### src/rtl/reg_scoreboard.sv
// Register scoreboard: tracks in-flight destination registers and stalls decode on RAW hazards.
// Latency: busy_mask/pending_cnt/wb_err update one edge after issue/writeback; issue_ready and stall are combinational.
// Backpressure: issue_ready drops while issue_dest is busy; stall holds decode while a source is pending.
module reg_scoreboard (
    input  logic        clk,
    input  logic        rst_n,
    input  logic        issue_valid,
    input  logic [4:0]  issue_dest,
    output logic        issue_ready,
    input  logic        wb_valid,
    input  logic [4:0]  wb_dest,
    input  logic        flush,
    input  logic [4:0]  rs_addr,
    input  logic [4:0]  rt_addr,
    output logic        stall,
    output logic [31:0] busy_mask,
    output logic [5:0]  pending_cnt,
    output logic        wb_err
);

    logic [31:0] busy_q, busy_d;
    logic [5:0]  cnt_q, cnt_d;
    logic        wb_err_q, wb_err_d;

    logic issue_acc;
    logic wb_clr;
    logic wb_bad;
    logic rs_pend;
    logic rt_pend;

    // A same-cycle writeback is deliberately ignored here so WAW is refused until the bit clears.
    always_comb begin
        issue_ready = (issue_dest == 5'd0) || !busy_q[issue_dest];
    end

    always_comb begin
        issue_acc = issue_valid && issue_ready && !flush && (issue_dest != 5'd0);
        wb_clr    = wb_valid && busy_q[wb_dest];
        wb_bad    = wb_valid && (wb_dest != 5'd0) && !busy_q[wb_dest];
    end

    // Writeback bypass: a source being written back this cycle is no longer a hazard.
    always_comb begin
        rs_pend = (rs_addr != 5'd0) && busy_q[rs_addr] && !(wb_valid && (wb_dest == rs_addr));
        rt_pend = (rt_addr != 5'd0) && busy_q[rt_addr] && !(wb_valid && (wb_dest == rt_addr));
        stall   = rs_pend || rt_pend;
    end

    // Issue needs the bit clear and writeback needs it set, so both never hit the same register.
    always_comb begin
        busy_d   = busy_q;
        cnt_d    = cnt_q;
        wb_err_d = wb_err_q || wb_bad;
        if (flush) begin
            busy_d = 32'd0;
            cnt_d  = 6'd0;
        end else begin
            if (wb_clr) begin
                busy_d[wb_dest] = 1'b0;
            end
            if (issue_acc) begin
                busy_d[issue_dest] = 1'b1;
            end
            cnt_d = cnt_q + {5'd0, issue_acc} - {5'd0, wb_clr};
        end
        busy_d[0] = 1'b0;
    end

    always_ff @(posedge clk) begin
        if (!rst_n) begin
            busy_q   <= 32'd0;
            cnt_q    <= 6'd0;
            wb_err_q <= 1'b0;
        end else begin
            busy_q   <= busy_d;
            cnt_q    <= cnt_d;
            wb_err_q <= wb_err_d;
        end
    end

    always_comb begin
        busy_mask   = busy_q;
        pending_cnt = cnt_q;
        wb_err      = wb_err_q;
    end

endmodule

### config.mk
export PLATFORM = sky130hd
export DESIGN_NAME = reg_scoreboard
export DESIGN_NICKNAME = d
export VERILOG_FILES = /design/src/rtl/reg_scoreboard.sv
export SDC_FILE = /design/constraint.sdc
export NUM_CORES = 1
export LEC_CHECK = 0
export BUFFER_PORTS_ARGS = -buffer_cell sky130_fd_sc_hd__buf_2
export CAP_MARGIN = 20
export CORE_AREA = 5 5 100 83
export DETAILED_ROUTE_END_ITERATION = 10
export DIE_AREA = 0 0 105 88
export PLACE_DENSITY = 0.66
export SYNTH_ARGS = -nofsm -noshare
export SYNTH_HDL_FRONTEND = slang
export SYNTH_SLANG_ARGS = --single-unit
### constraint.sdc
create_clock -name clk -period 7.3 [get_ports clk]
set_input_delay 0.73 -clock clk [delete_from_list [all_inputs] [get_ports clk]]
set_output_delay 0.73 -clock clk [all_outputs]
set_load 0.005 [all_outputs]
## After elaboration in Yosys (flattened, before gate mapping)

Index checks and enable logic that the tools add are counted.

- Input bits: 25
- Output and inout port bits: 41
- Bits in registers: 39
- Word-level logic and storage cells: 61

- Reduce and logical (&&, ||, !) cells: 28
- Eq/ne operators: 2
- Order comparisons: 6
- $add $sub $neg: 2
- Mux-type cells: 15
- Bitwise gates (word level): 4

Operator list:

| cell | count |
|---|---|
| 32-bit two-way mux | 3 |
| 32-bit AND | 1 |
| 32-bit inverter | 1 |
| 32-bit OR | 1 |
| 5-bit by 6-bit less-than comparator with 1-bit output (second input constant) | 4 |
| 1-bit binary-select mux with 5-bit select | 4 |
| 5-bit nonzero test | 4 |
| 1-bit logical AND | 14 |
| 1-bit demux with 5-bit select | 2 |
| 5-bit equality test | 2 |
| 5-bit by 1-bit >= comparator with 1-bit output (second input constant) | 2 |
| 6-bit by 1-bit adder with 6-bit output | 1 |
| 1-bit two-way mux | 6 |
| 6-bit by 1-bit subtractor with 6-bit output | 1 |
| 1-bit logical NOT | 5 |
| 5-bit logical NOT | 1 |
| 1-bit logical OR | 3 |
| 2-bit OR reduction | 1 |
| 1-bit inverter | 1 |

## Depth between registers and ports, before layout

Gate-level depths: netlist of run 1.

- Depth in word-level cells: 10
- Depth in mapped cells: 19
- Mapped depth without buffers: 15

## Least setup slack after synthesis of run 1

Ideal clock, no wire load.

- Path kind: in2reg
- Start point: in issue_dest[0]
- End point: reg cnt_q[4], in the netlist pending_cnt[4]
- Buffers on the path: 4
- Path slack: 3.317 ns
- Arrival: 3.868 ns
- Required time: 7.184 ns
- Setup time: 0.116 ns
- Stages: 19
- Path through: buf_6 buf_6 mux4_2 a22oi_1 nand2_1 or4_1 buf_2 buf_2 inv_1 nand2_1 ha_1 inv_1 ha_1 fa_1 a21oi_1 nor2_1 nor2_1 xor2_1 nor2_1

- Word-level cells in the longest chain between the ends: 9
- Elaborated cells between the ends (all ways): 11

Ends and longest elaborated chain:

| item | line | source |
|---|---|---|
| from (decl) | 8 | `input logic [4:0] issue_dest,` |
| 1-bit binary-select mux with 5-bit select | 33 | `issue_ready = (issue_dest == 5'd0) \|\| !busy_q[issue_dest];` |
| 1-bit two-way mux (implied by the code) | 33 |  |
| 1-bit logical NOT | 33 |  |
| 1-bit logical OR (*) | 33 |  |
| named net issue_ready | 9 | `output logic issue_ready,` |
| 1-bit logical AND (*) (3 in series) | 37 | `issue_acc = issue_valid && issue_ready && !flush && (issue_dest != 5'd0);` |
| 6-bit by 1-bit adder with 6-bit output (*) | 64 | `cnt_d = cnt_q + {5'd0, issue_acc} - {5'd0, wb_clr};` |
| 6-bit by 1-bit subtractor with 6-bit output (*) | 64 |  |
| to (signal assigned) | 76 | `cnt_q <= cnt_d;` |
| to (decl) | 22 | `logic [5:0] cnt_q, cnt_d;` |

The timed path passes the listed nets; every way through them passes the cells marked *. The select of a mux whose other input is x is not followed.
A chain may end at the register's enable or synchronous reset.

## Worst setup path in the final report of run 1

- Start point: in issue_dest[1]
- End point: reg cnt_q[4], in the netlist pending_cnt[4]

- Word-level cells in the longest chain between the ends: 9
- Elaborated cells between the ends (all ways): 11

Ends and longest elaborated chain:

| item | line |
|---|---|
| 1-bit binary-select mux with 5-bit select | 33 |
| 1-bit two-way mux (implied by the code) | 33 |
| 1-bit logical NOT | 33 |
| 1-bit logical OR | 33 |
| 1-bit logical AND (2 in series) | 37 |
| 1-bit logical AND (*) | 37 |
| 6-bit by 1-bit adder with 6-bit output (*) | 64 |
| 6-bit by 1-bit subtractor with 6-bit output (*) | 64 |

Mark *: on every way between the ends. The rest lies on a longest branch, timed or not. The select of a mux whose other input is x is not followed.

==> impl_results.rst, run 1 <==
.. list-table::
   :header-rows: 1

   * - Metric
     - Value
   * - Result of the run
     - finished clean
   * - Worst supply voltage drop on vdd
     - 0.0000854 V
   * - Vias per cell
     - 6.59
   * - Number of standard cells after synthesis
     - 337
   * - Final-layout setup total negative slack
     - 0 ns
   * - Finished Core Util
     - 48.9%
   * - Row Count
     - 28
   * - Total leakage power
     - 1.41 nW
   * - Final min period
     - 3.77 ns
   * - RSZ-0062 raised after global routing
     - no
   * - Worst endpoint required time
     - 7.50 ns
   * - Largest clock skew in the final design
     - 0.0104 ns
   * - Violation count after the first detailed-route iteration
     - 322
   * - Antenna Violating Nets Remaining
     - 0
   * - Fraction of synthesis flops using an asynchronous set or reset pin
     - 0%
   * - Clk sinks
     - 38
   * - Die Span X
     - 105 um
   * - Cell depth of the worst flop-to-flop path
     - 15
   * - Sequential area share after synthesis
     - 24.4%
   * - Total setup violations reported at the end of the flow
     - 0
   * - Non-filler cells in the finished layout
     - 467
   * - Share of post-route cells with drive strength above 1
     - 30.8%
   * - Final net count
     - 408
   * - Main synth FF type
     - sky130_fd_sc_hd__dfxtp_1
   * - Clock tree buffer depth
     - 2
   * - Clock buffers created by TritonCTS
     - 5
   * - Chip height
     - 88 um
   * - Worst Hold Class
     - reg2reg
   * - Pin count of the biggest net entering global routing
     - 35
   * - Power density of the placed cells
     - 139 nW/um2
   * - Worst hold slack
     - 0.472 ns
   * - Pins Over Slew Limit
     - 0
   * - Number of synthesized flops with an enable pin
     - 0
   * - Number of design rule violations left after detail routing
     - 0
   * - Data arrival, critical path
     - 3.97 ns
   * - Synth Warn #
     - 0
   * - Remaining max-slew budget at the tightest pin
     - 29.7%
   * - Buffers added on ports
     - 64
   * - Mean Syn Cell Area
     - 9.26 um2
   * - Antenna fix cells
     - 0
   * - Final Hold Vio Count
     - 0
   * - Type of element launching the critical path
     - input pin
   * - Flops & latches, synth
     - 38
   * - Pre-Repair DR Iteration Count
     - 7
   * - Post-cts resize count
     - 0
   * - Crit Path Category
     - in2reg
   * - Layout overhead on the synthesized area
     - 13.0%
   * - Critical-path maximum fanout
     - 28
   * - Worst hold path cell count
     - 1
   * - Sequence of cells on the critical path
     - buf_2 -> mux4_2 -> a22oi_1 -> nand2_1 -> or4_1 -> inv_1 -> nand2_1 -> ha_1 -> inv_1 -> ha_1 -> fa_1 -> a21oi_1 -> nor2_1 -> nor2_1 -> xor2_1 -> nor2_1
   * - Aggregate global-route resource usage
     - 21.3%
   * - Vias in the first global route
     - 2826
   * - Synthesized net count
     - 369
   * - Worst setup EP type
     - flop
   * - Synth unique cells
     - 49
   * - I/O pin count
     - 66
   * - Leading cell types by total area after synthesis
     - sky130_fd_sc_hd__dfxtp_1 24%, sky130_fd_sc_hd__mux4_2 17%, sky130_fd_sc_hd__o211ai_1 7.5%
   * - Cell area after layout
     - 3530 um2
   * - Post-route fraction of the period consumed by the critical path
     - 51.7%
   * - Buffer type at the clock tree root
     - sky130_fd_sc_hd__clkbuf_8
   * - Area share of the largest cell type after synthesis
     - 24.4%
   * - Number of antenna violations at the first check in global routing
     - 0
   * - Number of setup buffers added after CTS
     - 0
   * - Wire per inst
     - 21.5 um
   * - TritonCTS clock tree
     - yes
   * - Clock latency at the later pin of the worst-skew pair
     - 0.30 ns
   * - Fmax
     - 0.265 GHz
   * - H-tree levels
     - 2
   * - Total instance count after detailed placement
     - 457
   * - CP max stage cell
     - sky130_fd_sc_hd__or4_1
   * - Number of buffers added to fix hold violations after cts
     - 0
   * - Final HPWL from detailed placement
     - 7240 um
   * - GP Congestion
     - 0.872
   * - Critical path's largest stage delay
     - 0.50 ns
   * - Routed wire length
     - 10100 um
   * - Area of the core region
     - 7220 um2
   * - Initial Utilization
     - 43.2%
   * - Crit-path most repeated cell
     - sky130_fd_sc_hd__nor2_1
   * - Cell Area, Placed
     - 3400 um2
   * - Clock transition at the registers of the reported paths
     - 0.08 ns
   * - Minimum setup slack among reg-to-reg paths
     - 3.98 ns
   * - Number of maximum-capacitance constraint violations
     - 0
   * - Sum of overflow across all layers after global routing
     - 0
   * - Leading area contributor after synthesis
     - sky130_fd_sc_hd__dfxtp_1
   * - Wire length of the first global-routing pass
     - 15600 um
   * - Netlist Area Pre-Place
     - 3120 um2
   * - Count of vias placed by the detailed router
     - 3078
   * - Worst Max-Slew Pin Slew
     - 1.05 ns
   * - Die footprint
     - 9240 um2
layout by cell type, fill, tap and decap left out, types with 2 or more instances in the layout:
cell	Yosys	layout
sky130_fd_sc_hd__o21ai_0	23	23
sky130_fd_sc_hd__clkinv_2	0	2
sky130_fd_sc_hd__o21a_1	2	2
sky130_fd_sc_hd__xnor2_1	4	4
sky130_fd_sc_hd__inv_1	10	10
sky130_fd_sc_hd__o31ai_2	5	5
sky130_fd_sc_hd__buf_4	1	3
sky130_fd_sc_hd__o211ai_1	31	31
sky130_fd_sc_hd__o22ai_1	3	3
sky130_fd_sc_hd__buf_2	3	64
sky130_fd_sc_hd__o21ai_1	2	2
sky130_fd_sc_hd__nand2b_1	3	3
sky130_fd_sc_hd__mux2i_1	19	19
sky130_fd_sc_hd__or3b_2	3	3
sky130_fd_sc_hd__mux2_2	5	5
sky130_fd_sc_hd__nor3b_1	6	6
sky130_fd_sc_hd__nand2_1	18	18
sky130_fd_sc_hd__and2_1	3	3
sky130_fd_sc_hd__a21o_1	3	3
sky130_fd_sc_hd__nor2b_1	3	2
sky130_fd_sc_hd__a22oi_1	4	4
sky130_fd_sc_hd__mux4_2	24	24
sky130_fd_sc_hd__o31ai_1	2	2
sky130_fd_sc_hd__nor3_1	4	4
sky130_fd_sc_hd__dfxtp_1	38	38
sky130_fd_sc_hd__nor2_1	8	8
sky130_fd_sc_hd__nand3_1	31	31
sky130_fd_sc_hd__nand3b_1	6	6
sky130_fd_sc_hd__ha_1	6	6
sky130_fd_sc_hd__nor4_1	3	3
sky130_fd_sc_hd__a21oi_1	4	4
sky130_fd_sc_hd__xor2_1	10	10
sky130_fd_sc_hd__clkbuf_8	0	5
sky130_fd_sc_hd__and3b_1	4	4
cell families after synthesis:
logic type               count (synthesis)  synth area share, %
AND/OR/NAND/NOR                         97                 17.1
AO/OA/AOI/OAI                           86                 19.7
multiplexers                            48                 25.2
buffers and inverters                   46                 6.50
flip-flops                              38                 24.4
XOR/XNOR                                14                 3.93
adder cells (fa/ha/maj)                  7                 3.05
other                                    1                0.120
through the flow:
step | power (mW) | setup WS (ns)
2_1_floorplan | 0.290 | 3.32
5_1_grt | 0.510 | 3.36
4_1_cts | 0.490 | 3.57
3_3_place_gp | 0.313 | 3.30
6_report | 0.489 | 3.53
3_5_place_dp | 0.315 | 3.27
metal layers:
metal	GRT usage (%)	part of all wire, %
met5	0	0
met4	6.39	2.0
met3	5.60	12
met2	33.3	44
met1	29.2	41
cell type report:
| type | count | area [um2] |
|---|---|---|
| Sequential cell | 38 | 761 |
| Clock buffer | 5 | 68.8 |
| Fill cell | 686 | 3690 |
| Clock inverter | 3 | 40.0 |
| Multi-Input combinational cell | 253 | 2160 |
| Inverter | 10 | 37.5 |
| Timing Repair Buffer | 68 | 348 |
| Tap cell | 90 | 113 |
cell usage after synthesis (2+ instances only):
| cell type | count |
|---|---|
| sky130_fd_sc_hd__a21o_1 | 3 |
| sky130_fd_sc_hd__a21oi_1 | 4 |
| sky130_fd_sc_hd__a22oi_1 | 4 |
| sky130_fd_sc_hd__and2_1 | 3 |
| sky130_fd_sc_hd__and3b_1 | 4 |
| sky130_fd_sc_hd__buf_1 | 3 |
| sky130_fd_sc_hd__buf_2 | 3 |
| sky130_fd_sc_hd__buf_6 | 3 |
| sky130_fd_sc_hd__clkbuf_1 | 26 |
| sky130_fd_sc_hd__dfxtp_1 | 38 |
| sky130_fd_sc_hd__ha_1 | 6 |
| sky130_fd_sc_hd__inv_1 | 10 |
| sky130_fd_sc_hd__mux2_2 | 5 |
| sky130_fd_sc_hd__mux2i_1 | 19 |
| sky130_fd_sc_hd__mux4_2 | 24 |
| sky130_fd_sc_hd__nand2_1 | 18 |
| sky130_fd_sc_hd__nand2b_1 | 3 |
| sky130_fd_sc_hd__nand3_1 | 31 |
| sky130_fd_sc_hd__nand3b_1 | 6 |
| sky130_fd_sc_hd__nor2_1 | 8 |
| sky130_fd_sc_hd__nor2b_1 | 3 |
| sky130_fd_sc_hd__nor3_1 | 4 |
| sky130_fd_sc_hd__nor3b_1 | 6 |
| sky130_fd_sc_hd__nor4_1 | 3 |
| sky130_fd_sc_hd__o211ai_1 | 31 |
| sky130_fd_sc_hd__o21a_1 | 2 |
| sky130_fd_sc_hd__o21ai_0 | 23 |
| sky130_fd_sc_hd__o21ai_1 | 2 |
| sky130_fd_sc_hd__o22ai_1 | 3 |
| sky130_fd_sc_hd__o31ai_1 | 2 |
| sky130_fd_sc_hd__o31ai_2 | 5 |
| sky130_fd_sc_hd__or3b_2 | 3 |
| sky130_fd_sc_hd__xnor2_1 | 4 |
| sky130_fd_sc_hd__xor2_1 | 10 |
flip-flops by register name, summed over array words and instances (netlist names):
name,cells
pending_cnt,6
busy_mask,31
wb_err,1
power by group:
| part | switching, mW | internal, mW | leakage (nW) |
|---|---|---|---|
| clock | 0.0770 | 0.101 | 0.0579 |
| combinational | 0.0572 | 0.0381 | 1.04 |
| sequential | 0.00440 | 0.212 | 0.307 |
| total | 0.139 | 0.350 | 1.41 |
worst paths after layout:
| check | startpoint | end |
|---|---|---|
| max | issue_dest[1] | pending_cnt[4] |
| min | wb_err | wb_err |
| max reg2reg | busy_mask[10] | pending_cnt[4] |
| min reg2reg | wb_err | wb_err |
worst max-delay path: cells and delay by family:
family	cells	cell delay, ns
fa+ha+maj	3	0.88
simple gates	6	0.84
buf+inv	3	0.61
mux	1	0.40
compound gates	2	0.35
xor+xnor	1	0.15
Power figures use the tool's default switching activity.
==> run 2, diff against run 1 <==
==> constraint.sdc (replaced) <==
create_clock -name clk -period 3.5 [get_ports clk]
set_input_delay 0.35 -clock clk [delete_from_list [all_inputs] [get_ports clk]]
set_output_delay 0.35 -clock clk [all_outputs]
set_load 0.005 [all_outputs]
==> impl_results.rst, run 2 (synthesized netlist as in run 1, its figures left out) <==
.. list-table::
   :header-rows: 1

   * - Metric
     - Value
   * - Area of the core region
     - 7220 um2 (unchanged)
   * - Total setup violations reported at the end of the flow
     - 0 (unchanged)
   * - Clock buffers created by TritonCTS
     - 5 (unchanged)
   * - Number of antenna violations at the first check in global routing
     - 0 (unchanged)
   * - Critical-path maximum fanout
     - 6 (-79%)
   * - Die footprint
     - 9240 um2 (unchanged)
   * - Worst endpoint required time
     - 3.68 ns (-3.82 ns)
   * - GP Congestion
     - 0.928 (+6.5%)
   * - Pre-Repair DR Iteration Count
     - 5 (-2)
   * - Remaining max-slew budget at the tightest pin
     - 47.0% (+17 points)
   * - Crit Path Category
     - reg2reg
   * - H-tree levels
     - 2 (unchanged)
   * - Most common cell after layout, fill and taps aside
     - sky130_fd_sc_hd__buf_2
   * - Count of vias placed by the detailed router
     - 3121 (+1.4%)
   * - Antenna fix cells
     - 0 (unchanged)
   * - Buffers added on ports
     - 64 (unchanged)
   * - Result of the run
     - finished clean
   * - Final-layout setup total negative slack
     - 0 ns (unchanged)
   * - Aggregate global-route resource usage
     - 21.9% (+0.53 points)
   * - Violation count after the first detailed-route iteration
     - 230 (-29%)
   * - Post-cts resize count
     - 0 (unchanged)
   * - Data arrival, critical path
     - 3.42 ns (-0.55 ns)
   * - Worst setup EP type
     - flop
   * - Row Count
     - 28 (unchanged)
   * - Initial Utilization
     - 43.2% (unchanged)
   * - Share of post-route cells with drive strength above 1
     - 36.5% (+5.7 points)
   * - Final min period
     - 3.23 ns
   * - Routed wire length
     - 10000 um (-0.46%)
   * - Clock latency at the later pin of the worst-skew pair
     - 0.29 ns (about the same)
   * - Chip height
     - 88 um (unchanged)
   * - Number of buffers added to fix hold violations after cts
     - 0 (unchanged)
   * - Finished Core Util
     - 51.8% (+2.9 points)
   * - Worst supply voltage drop on vdd
     - 0.000173 V (+100%)
   * - Final net count
     - 437 (+7.1%)
   * - Pins Over Slew Limit
     - 0 (unchanged)
   * - Wire per inst
     - 20.2 um (-6.3%)
   * - TritonCTS clock tree
     - yes
   * - Sum of overflow across all layers after global routing
     - 0 (unchanged)
   * - Clock tree buffer depth
     - 2 (unchanged)
   * - Post-route fraction of the period consumed by the critical path
     - 92.4%
   * - Vias in the first global route
     - 2867 (+1.5%)
   * - Vias per cell
     - 6.29 (-4.5%)
   * - Number of setup buffers added after CTS
     - 0 (unchanged)
   * - Worst Hold Class
     - in2reg
   * - Power Total
     - 968 uW (+98%)
   * - Pin count of the biggest net entering global routing
     - 35 (unchanged)
   * - Power density of the placed cells
     - 259 nW/um2 (+87%)
   * - RSZ-0062 raised after global routing
     - no
   * - Layout overhead on the synthesized area
     - 19.8%
   * - Type of element launching the critical path
     - flop
   * - Leading cell types in the layout, fill and taps excluded
     - 64 x sky130_fd_sc_hd__buf_2, 38 x sky130_fd_sc_hd__dfxtp_1, 33 x sky130_fd_sc_hd__buf_4
   * - Flip-flop count of the largest register, all copies and words added
     - 31 (unchanged)
   * - Wire length of the first global-routing pass
     - 15900 um (+2.0%)
   * - Buffer type at the clock tree root
     - sky130_fd_sc_hd__clkbuf_8
   * - Clk sinks
     - 38 (unchanged)
   * - Number of design rule violations left after detail routing
     - 0 (unchanged)
   * - Fmax
     - 0.309 GHz
   * - Die Span X
     - 105 um (unchanged)
   * - I/O pin count
     - 66 (unchanged)
   * - Clock transition at the registers of the reported paths
     - 0.07 ns (about the same)
   * - Largest clock skew in the final design
     - 0.00413 ns (-0.00627 ns)
   * - Antenna Violating Nets Remaining
     - 0 (unchanged)
   * - Final Hold Vio Count
     - 0 (unchanged)
   * - Number of maximum-capacitance constraint violations
     - 0 (unchanged)
   * - Final HPWL from detailed placement
     - 7620 um (+5.3%)
   * - Worst Max-Slew Pin Slew
     - 0.789 ns (-0.257 ns)
   * - Total leakage power
     - 1.55 nW (+10%)
[run 2: worst max-delay path, stage by stage, from the launching register on]
cell and delay (ns):
sky130_fd_sc_hd__dfxtp_1 0.37, sky130_fd_sc_hd__mux4_2 0.46, sky130_fd_sc_hd__a22oi_1 0.18, sky130_fd_sc_hd__nand2_1 0.07, sky130_fd_sc_hd__or4_1 0.52, sky130_fd_sc_hd__inv_2 0.08, sky130_fd_sc_hd__nand2_1 0.05, sky130_fd_sc_hd__ha_1 0.27
sky130_fd_sc_hd__inv_1 0.04, sky130_fd_sc_hd__ha_2 0.18, sky130_fd_sc_hd__fa_2 0.38, sky130_fd_sc_hd__a21oi_2 0.13, sky130_fd_sc_hd__nor2_1 0.04, sky130_fd_sc_hd__nor2_1 0.13, sky130_fd_sc_hd__xor2_1 0.16, sky130_fd_sc_hd__nor2_1 0.06
[run 2: per-stage QoR]
| step | cell area, um2 | hold WS (ns) | instances | setup WS, ns |
|---|---|---|---|---|
| CTS | 3730 | 0.431 | 495 | 0.255 |
| global route | 3740 | 0.470 | 496 | 0.0837 |
| global placement | 3640 | 0.445 | 487 | 0.0664 |
| finish | 3740 | 0.430 | 496 | 0.265 |
| detailed placement | 3640 | 0.451 | 487 | -0.00568 |
| floorplan | 3130 | 0.465 | 337 | 0.0103 |
[run 2: worst paths after layout]
| check | from | to | slack, ns | cells past startpoint |
|---|---|---|---|---|
| setup / recovery | busy_mask[24] | pending_cnt[4] | 0.27 | 15 |
| hold / removal | flush | pending_cnt[3] | 0.43 | 3 |
| setup reg to reg | busy_mask[24] | pending_cnt[4] | 0.27 | 15 |
| hold reg to reg | wb_err | wb_err | 0.46 | 1 |
[run 2: layer usage]
| metal | vias up | share of wire [%] | track usage (%) |
|---|---|---|---|
| li1 | 1416 | - | - |
| met1 | 1513 | 44 | 31.2 |
| met2 | 177 | 45 | 33.1 |
| met3 | 15 | 10 | 4.72 |
| met4 | 0 | 1.6 | 6.85 |
| met5 | - | 0 | 0 |
[run 2: where the power goes]
part | leakage, nW | switching [mW] | total (mW) | internal [mW]
Combinational | 1.19 | 0.124 | 0.212 | 0.0880
Sequential | 0.307 | 0.00691 | 0.448 | 0.441
Clock | 0.0482 | 0.148 | 0.307 | 0.159
[run 2: area by class of cell]
cell class                 instances  area, um2
inverter                          10       37.5
clock buffer                       7       86.3
timing repair buffer              97        568
clock inverter                     1       5.00
tap                               90        113
multi-input combinational        253       2170
sequential                        38        761
fill                             709       3480
